<file path="src/rtl/addsub_pkg.sv">
// addsub_pkg: shared op encodings, flag bundle and segment sizing
// for the pipelined add/sub unit (addsub_pipe) and its segment adder.
package addsub_pkg;

  localparam logic OP_ADD = 1'b0;
  localparam logic OP_SUB = 1'b1;

  typedef struct packed {
    logic cout;
    logic ovf;
    logic zero;
    logic neg;
  } addsub_flags_t;

  function automatic int seg_w(input int w, input int s);
    return w / s;
  endfunction

endpackage

</file>
<file path="src/rtl/addsub_seg.sv">
// addsub_seg: combinational SEG-bit adder slice.
// Ports: i_a/i_b slice operands, i_c carry-in; o_s sum, o_c carry-out, o_z sum==0.
module addsub_seg #(
  parameter int SEG = 8
) (
  input  logic [SEG-1:0] i_a,
  input  logic [SEG-1:0] i_b,
  input  logic           i_c,
  output logic [SEG-1:0] o_s,
  output logic           o_c,
  output logic           o_z
);

  assign {o_c, o_s} = {1'b0, i_a} + {1'b0, i_b} + {{SEG{1'b0}}, i_c};
  assign o_z        = (o_s == '0);

endmodule

</file>
<file path="src/rtl/addsub_pipe.sv">
// addsub_pipe: STAGES-deep segmented add/sub with valid/ready and flags.
// Ports: clk, rst (async high); in_valid/in_ready, a, b, op (1=sub);
//   out_valid/out_ready, result, cout, ovf, zero, neg.
// Option: define ADDSUB_PIPE_SAT_EN to add input sat (clamp on overflow).
module addsub_pipe
  import addsub_pkg::*;
#(
  parameter int WIDTH  = 32,
  parameter int STAGES = 4
) (
  input  logic             clk,
  input  logic             rst,
  input  logic             in_valid,
  output logic             in_ready,
  input  logic [WIDTH-1:0] a,
  input  logic [WIDTH-1:0] b,
  input  logic             op,
`ifdef ADDSUB_PIPE_SAT_EN
  input  logic             sat,
`endif
  output logic             out_valid,
  input  logic             out_ready,
  output logic [WIDTH-1:0] result,
  output logic             cout,
  output logic             ovf,
  output logic             zero,
  output logic             neg
);

  localparam int SEG = seg_w(WIDTH, STAGES);
  localparam int L   = STAGES - 1;

  typedef logic [WIDTH-1:0] word_t;

  // Stage k registers: operands (skew), partial result, carry, zero-so-far
  logic  [STAGES-1:0] r_v, r_c, r_z;
  word_t [STAGES-1:0] r_a, r_b, r_r;
  logic               r_ovf;

  // Stage k inputs (w_*i) and outputs
  word_t [STAGES-1:0]          w_a, w_b, w_ri, w_ro;
  logic  [STAGES-1:0]          w_ci, w_zi, w_vi, w_co, w_zs;
  logic  [STAGES-1:0][SEG-1:0] w_s;

  word_t         w_fin;
  logic          w_ovf, w_zfin, w_clamp, w_stall;
  addsub_flags_t w_fl;

`ifdef ADDSUB_PIPE_SAT_EN
  logic [STAGES-1:0] r_s, w_si;
`endif

  assign w_stall  = r_v[L] & ~out_ready;
  assign in_ready = ~w_stall;

  always_comb begin
    w_a  = '0;
    w_b  = '0;
    w_ri = '0;
    w_ci = '0;
    w_zi = '0;
    w_vi = '0;
    w_a[0]  = a;
    w_b[0]  = b ^ {WIDTH{op == OP_SUB}};
    w_ci[0] = op;
    w_zi[0] = 1'b1;
    w_vi[0] = in_valid;
    for (int k = 1; k < STAGES; k++) begin
      w_a[k]  = r_a[k-1];
      w_b[k]  = r_b[k-1];
      w_ri[k] = r_r[k-1];
      w_ci[k] = r_c[k-1];
      w_zi[k] = r_z[k-1];
      w_vi[k] = r_v[k-1];
    end
  end

`ifdef ADDSUB_PIPE_SAT_EN
  always_comb begin
    w_si    = '0;
    w_si[0] = sat;
    for (int k = 1; k < STAGES; k++) begin
      w_si[k] = r_s[k-1];
    end
  end
`endif

  for (genvar k = 0; k < STAGES; k++) begin : g_seg
    addsub_seg #(
      .SEG(SEG)
    ) u_seg (
      .i_a(w_a[k][k*SEG +: SEG]),
      .i_b(w_b[k][k*SEG +: SEG]),
      .i_c(w_ci[k]),
      .o_s(w_s[k]),
      .o_c(w_co[k]),
      .o_z(w_zs[k])
    );
  end

  // Merge this stage's slice into the result carried so far
  always_comb begin
    w_ro = '0;
    for (int k = 0; k < STAGES; k++) begin
      w_ro[k]                = w_ri[k];
      w_ro[k][k*SEG +: SEG] = w_s[k];
    end
  end

  // b is already conditionally inverted, so its MSB is b'_msb
  assign w_ovf = (w_a[L][WIDTH-1] == w_b[L][WIDTH-1]) &&
                 (w_ro[L][WIDTH-1] != w_a[L][WIDTH-1]);

`ifdef ADDSUB_PIPE_SAT_EN
  assign w_clamp = w_si[L] & w_ovf;
`else
  assign w_clamp = 1'b0;
`endif

  assign w_fin = !w_clamp ? w_ro[L] :
                 w_a[L][WIDTH-1] ? {1'b1, {(WIDTH-1){1'b0}}} :
                                   {1'b0, {(WIDTH-1){1'b1}}};

  // A clamped value is never zero
  assign w_zfin = w_zi[L] & w_zs[L] & ~w_clamp;

  always_ff @(posedge clk or posedge rst) begin
    if (rst) begin
      r_v   <= '0;
      r_a   <= '0;
      r_b   <= '0;
      r_r   <= '0;
      r_c   <= '0;
      r_z   <= '0;
      r_ovf <= 1'b0;
`ifdef ADDSUB_PIPE_SAT_EN
      r_s   <= '0;
`endif
    end else if (!w_stall) begin
      r_v    <= w_vi;
      r_a    <= w_a;
      r_b    <= w_b;
      r_r    <= w_ro;
      r_c    <= w_co;
      r_z    <= w_zi & w_zs;
      r_r[L] <= w_fin;
      r_z[L] <= w_zfin;
      r_ovf  <= w_ovf;
`ifdef ADDSUB_PIPE_SAT_EN
      r_s    <= w_si;
`endif
    end
  end

  assign w_fl = '{cout: r_c[L], ovf: r_ovf,
                  zero: r_z[L], neg: r_r[L][WIDTH-1]};

  assign out_valid = r_v[L];
  assign result    = r_r[L];
  assign cout      = w_fl.cout;
  assign ovf       = w_fl.ovf;
  assign zero      = w_fl.zero;
  assign neg       = w_fl.neg;

endmodule

</file>
<file path="config.mk">
export PLATFORM = sky130hd
export DESIGN_NAME = addsub_pipe
export DESIGN_NICKNAME = d
export VERILOG_FILES = /design/src/rtl/addsub_pkg.sv /design/src/rtl/addsub_seg.sv /design/src/rtl/addsub_pipe.sv
export SDC_FILE = /design/constraint.sdc
export NUM_CORES = 1
export LEC_CHECK = 0
export CAP_MARGIN = 20
export CORE_UTILIZATION = 35
export CTS_CLUSTER_DIAMETER = 100
export DETAILED_ROUTE_END_ITERATION = 16
export PLACE_DENSITY = 0.52
export SLEW_MARGIN = 10
export SYNTH_ARGS = -nofsm -noshare
export SYNTH_HDL_FRONTEND = slang
export SYNTH_HIERARCHICAL = 1
export SYNTH_SLANG_ARGS = --single-unit
</file>
<file path="constraint.sdc">
create_clock -name clk -period 9.05 [get_ports clk]
set_input_delay 0.905 -clock clk [delete_from_list [all_inputs] [get_ports clk]]
set_output_delay 0.905 -clock clk [all_outputs]
set_load 0.01 [all_outputs]
</file>
==> results.toml <==
[yosys]
netlist_area_um2 = 9300
synth_top_area_share_pct = 50.9
synthFlopType = "dfrtp_1"
synth_edf_count = 0
yosysTopAreaCell = "dfrtp_1"
yosysWarnings = 6
avgSynthCellArea_um2 = 13.9
async_flop_share_pct = 100
syn_inst = 667
ys_seq_area_share_pct = 50.9
syn_nets = 772
ys_types = 37
ys_seq_elements = 189
synth_area_leaders = "dfrtp_1, mux2_2, mux2_4"

[clocking]
post-cts-setup-buffer-count = 0
insertion_delay_ns = 0.43
cts_tree = "yes"
clk_pin_slew_ns = 0.08
ctsHtreeMaxLevel = 4
clkSinkCount = 189
root_buffer = "clkbuf_16"
cts_buffer_depth = 2
holdBufCountCts = 0
cts_inserted_buffers = 17
ctsResizeCount = 0

[sta]
rsz0062_at_grt = "no"
worst_pin_slew_ns = 0.948
setup_viol = 0
skew_ns = 0.0153
clock.fmax_mhz = 294
hold_ws_ns = 0.483
min_period_ns = 3.40
fin_crit_sh_pct = 37.6
report.final.hold_viol_count = 0
slew_headroom_pct = 36.8
slew_violations = 0
tns_ns = 0

[global_route]
grt.total_usage_pct = 13.4
grt_pass1_wl_mm = 27.9
grt_pass1_vias = 5344
grt_max_degree = 115
overflow = 0
antenna_found_initial = 0

[detailed_routing]
initialDrtViolationCount = 136
ant_nets = 0
drc = 0
avgRoutedWirePerCell_um = 15.5
num_vias = 5102
drtPass1Iterations = 4
routed_via_density = 4.69
wl_mm = 16.9

[worst_setup_path]
start_kind = "input pin"
cp-end-kind = "output port"
cp.required_ns = 8.15
worstPathMaxFanout = 24
worstPathArrival_ns = 2.50
crit_type = "in -> out"

[die]
die_y_um = 165
design.portCount = 107
start_util_pct = 35.7
rows = 59
fp.dieW_um = 165
dieArea_um2 = 27200
core_area_um2 = 26100

[cells_and_area]
instances_no_fill = 1088
fill_cells = 2420
drive_gt1_share_pct = 31.5
final_common_cell = "dfrtp_1"
final_core_util_pct = 42.1
syn2layout_area_growth_pct = 17.9
final_nets = 845
diodes = 0
final_cell_mix = "dfrtp_1, mux2_2, clkdlybuf4s50_1, mux2_4, xor2_1"

[power_and_ir_drop]
p_switching_mw = 1.30
p_comb_share_pct = 44.2
swShare_pct = 33.5
cellLeakagePower_nw = 4.83
p_int_mw = 2.58
p_seq_share_pct = 37.0
power_density_nw_per_um2 = 354
power_mw = 3.88
peakVddDrop_uv = 130
clkPwrFrac_pct = 18.7

[placement]
port_buffers = 106
post-dp-hpwl_mm = 11.6
dp.cells = 1056
gp_congestion = 0.769

[flow_run]
maxCapViolCount = 0

[hold_path]
min_path_type = "reg -> reg"

[outcome]
status = "finished, final reports clean"
==> critical path, cell delays in order <==
cell and delay, ns:
clkdlybuf4s50_1 0.58, nor2b_4 0.07, inv_4 0.31, clkdlybuf4s50_1 0.62
==> power by group through the flow <==
stage          clock (mW)  combinational, mW  sequential, mW
2_1_floorplan           0               1.42            1.38
3_3_place_gp            0               1.69            1.45
3_5_place_dp            0               1.73            1.46
4_1_cts             0.754               1.74            1.45
5_1_grt             0.786               1.88            1.49
6_report            0.727               1.72            1.44
==> cells in the mapped netlist, types with 6 or more instances <==
cell      count
fa_1          8
o211ai_1      8
a21o_1        6
xor2_1       40
a21oi_1      12
buf_4        37
mux2_2      127
mux2_4       57
nand2_1      11
inv_1        33
buf_2        11
nor3_1        8
o21a_1        8
xnor2_1      12
nor2_1       16
ha_1         28
buf_6         8
dfrtp_1     189
==> final cells by class <==
type,instances,area (µm²),share of cell area [%]
timing repair buffer,111,1090,9.97
inverter,34,138,1.26
sequential,189,4730,43.1
tap,335,419,3.82
clock buffer,19,433,3.95
clock inverter,13,133,1.21
multi-input combinational,387,4020,36.6
==> path summary, 6_finish.rpt <==
path / slack [ns] / end / depth (start not counted) / from
max: 5.65 / in_ready / 4 / out_ready
min: 0.48 / r_v[3] / 1 / r_v[2]
max reg2reg: 6.38 / r_z[2] / 11 / r_b[48]
min reg2reg: 0.48 / r_v[3] / 1 / r_v[2]
max in group asynchronous: 6.54 / r_a[88] / 3 / rst
min in group asynchronous: 1.05 / r_a[25] / 2 / rst
==> per-layer routing <==
layer | track usage [%] | wire, µm
met3 | 2.89 | 588
met4 | 4.38 | 222
met5 | 0 | 0
met1 | 17.7 | 8120
met2 | 21.6 | 7980
==> logic make-up after synthesis <==
| logic type | Yosys count | synth area share, % |
|---|---|---|
| AO/OA/AOI/OAI | 60 | 4.98 |
| XOR/XNOR | 52 | 4.90 |
| adder cells (fa/ha/maj) | 36 | 5.49 |
| buffers and inverters | 91 | 5.96 |
| flip-flops | 189 | 50.9 |
| multiplexers | 184 | 24.6 |
| AND/OR/NAND/NOR | 55 | 3.20 |
==> sequential cells by signal, indices dropped and copies added, names as in the netlist <==
signal / flops
ovf: 1
r_v: 4
result: 32
r_b: 48
r_a: 48
r_z: 4
r_r: 48
r_c: 4
==> per-stage QoR <==
step / cell area [µm²] / setup slack, ns
floorplan: 9300 / 3.00
global placement: 10400 / 5.52
detailed placement: 10400 / 5.47
CTS: 11000 / 5.64
global route: 11000 / 5.55
finish: 11000 / 5.65
(Power assumes the default switching activity.)
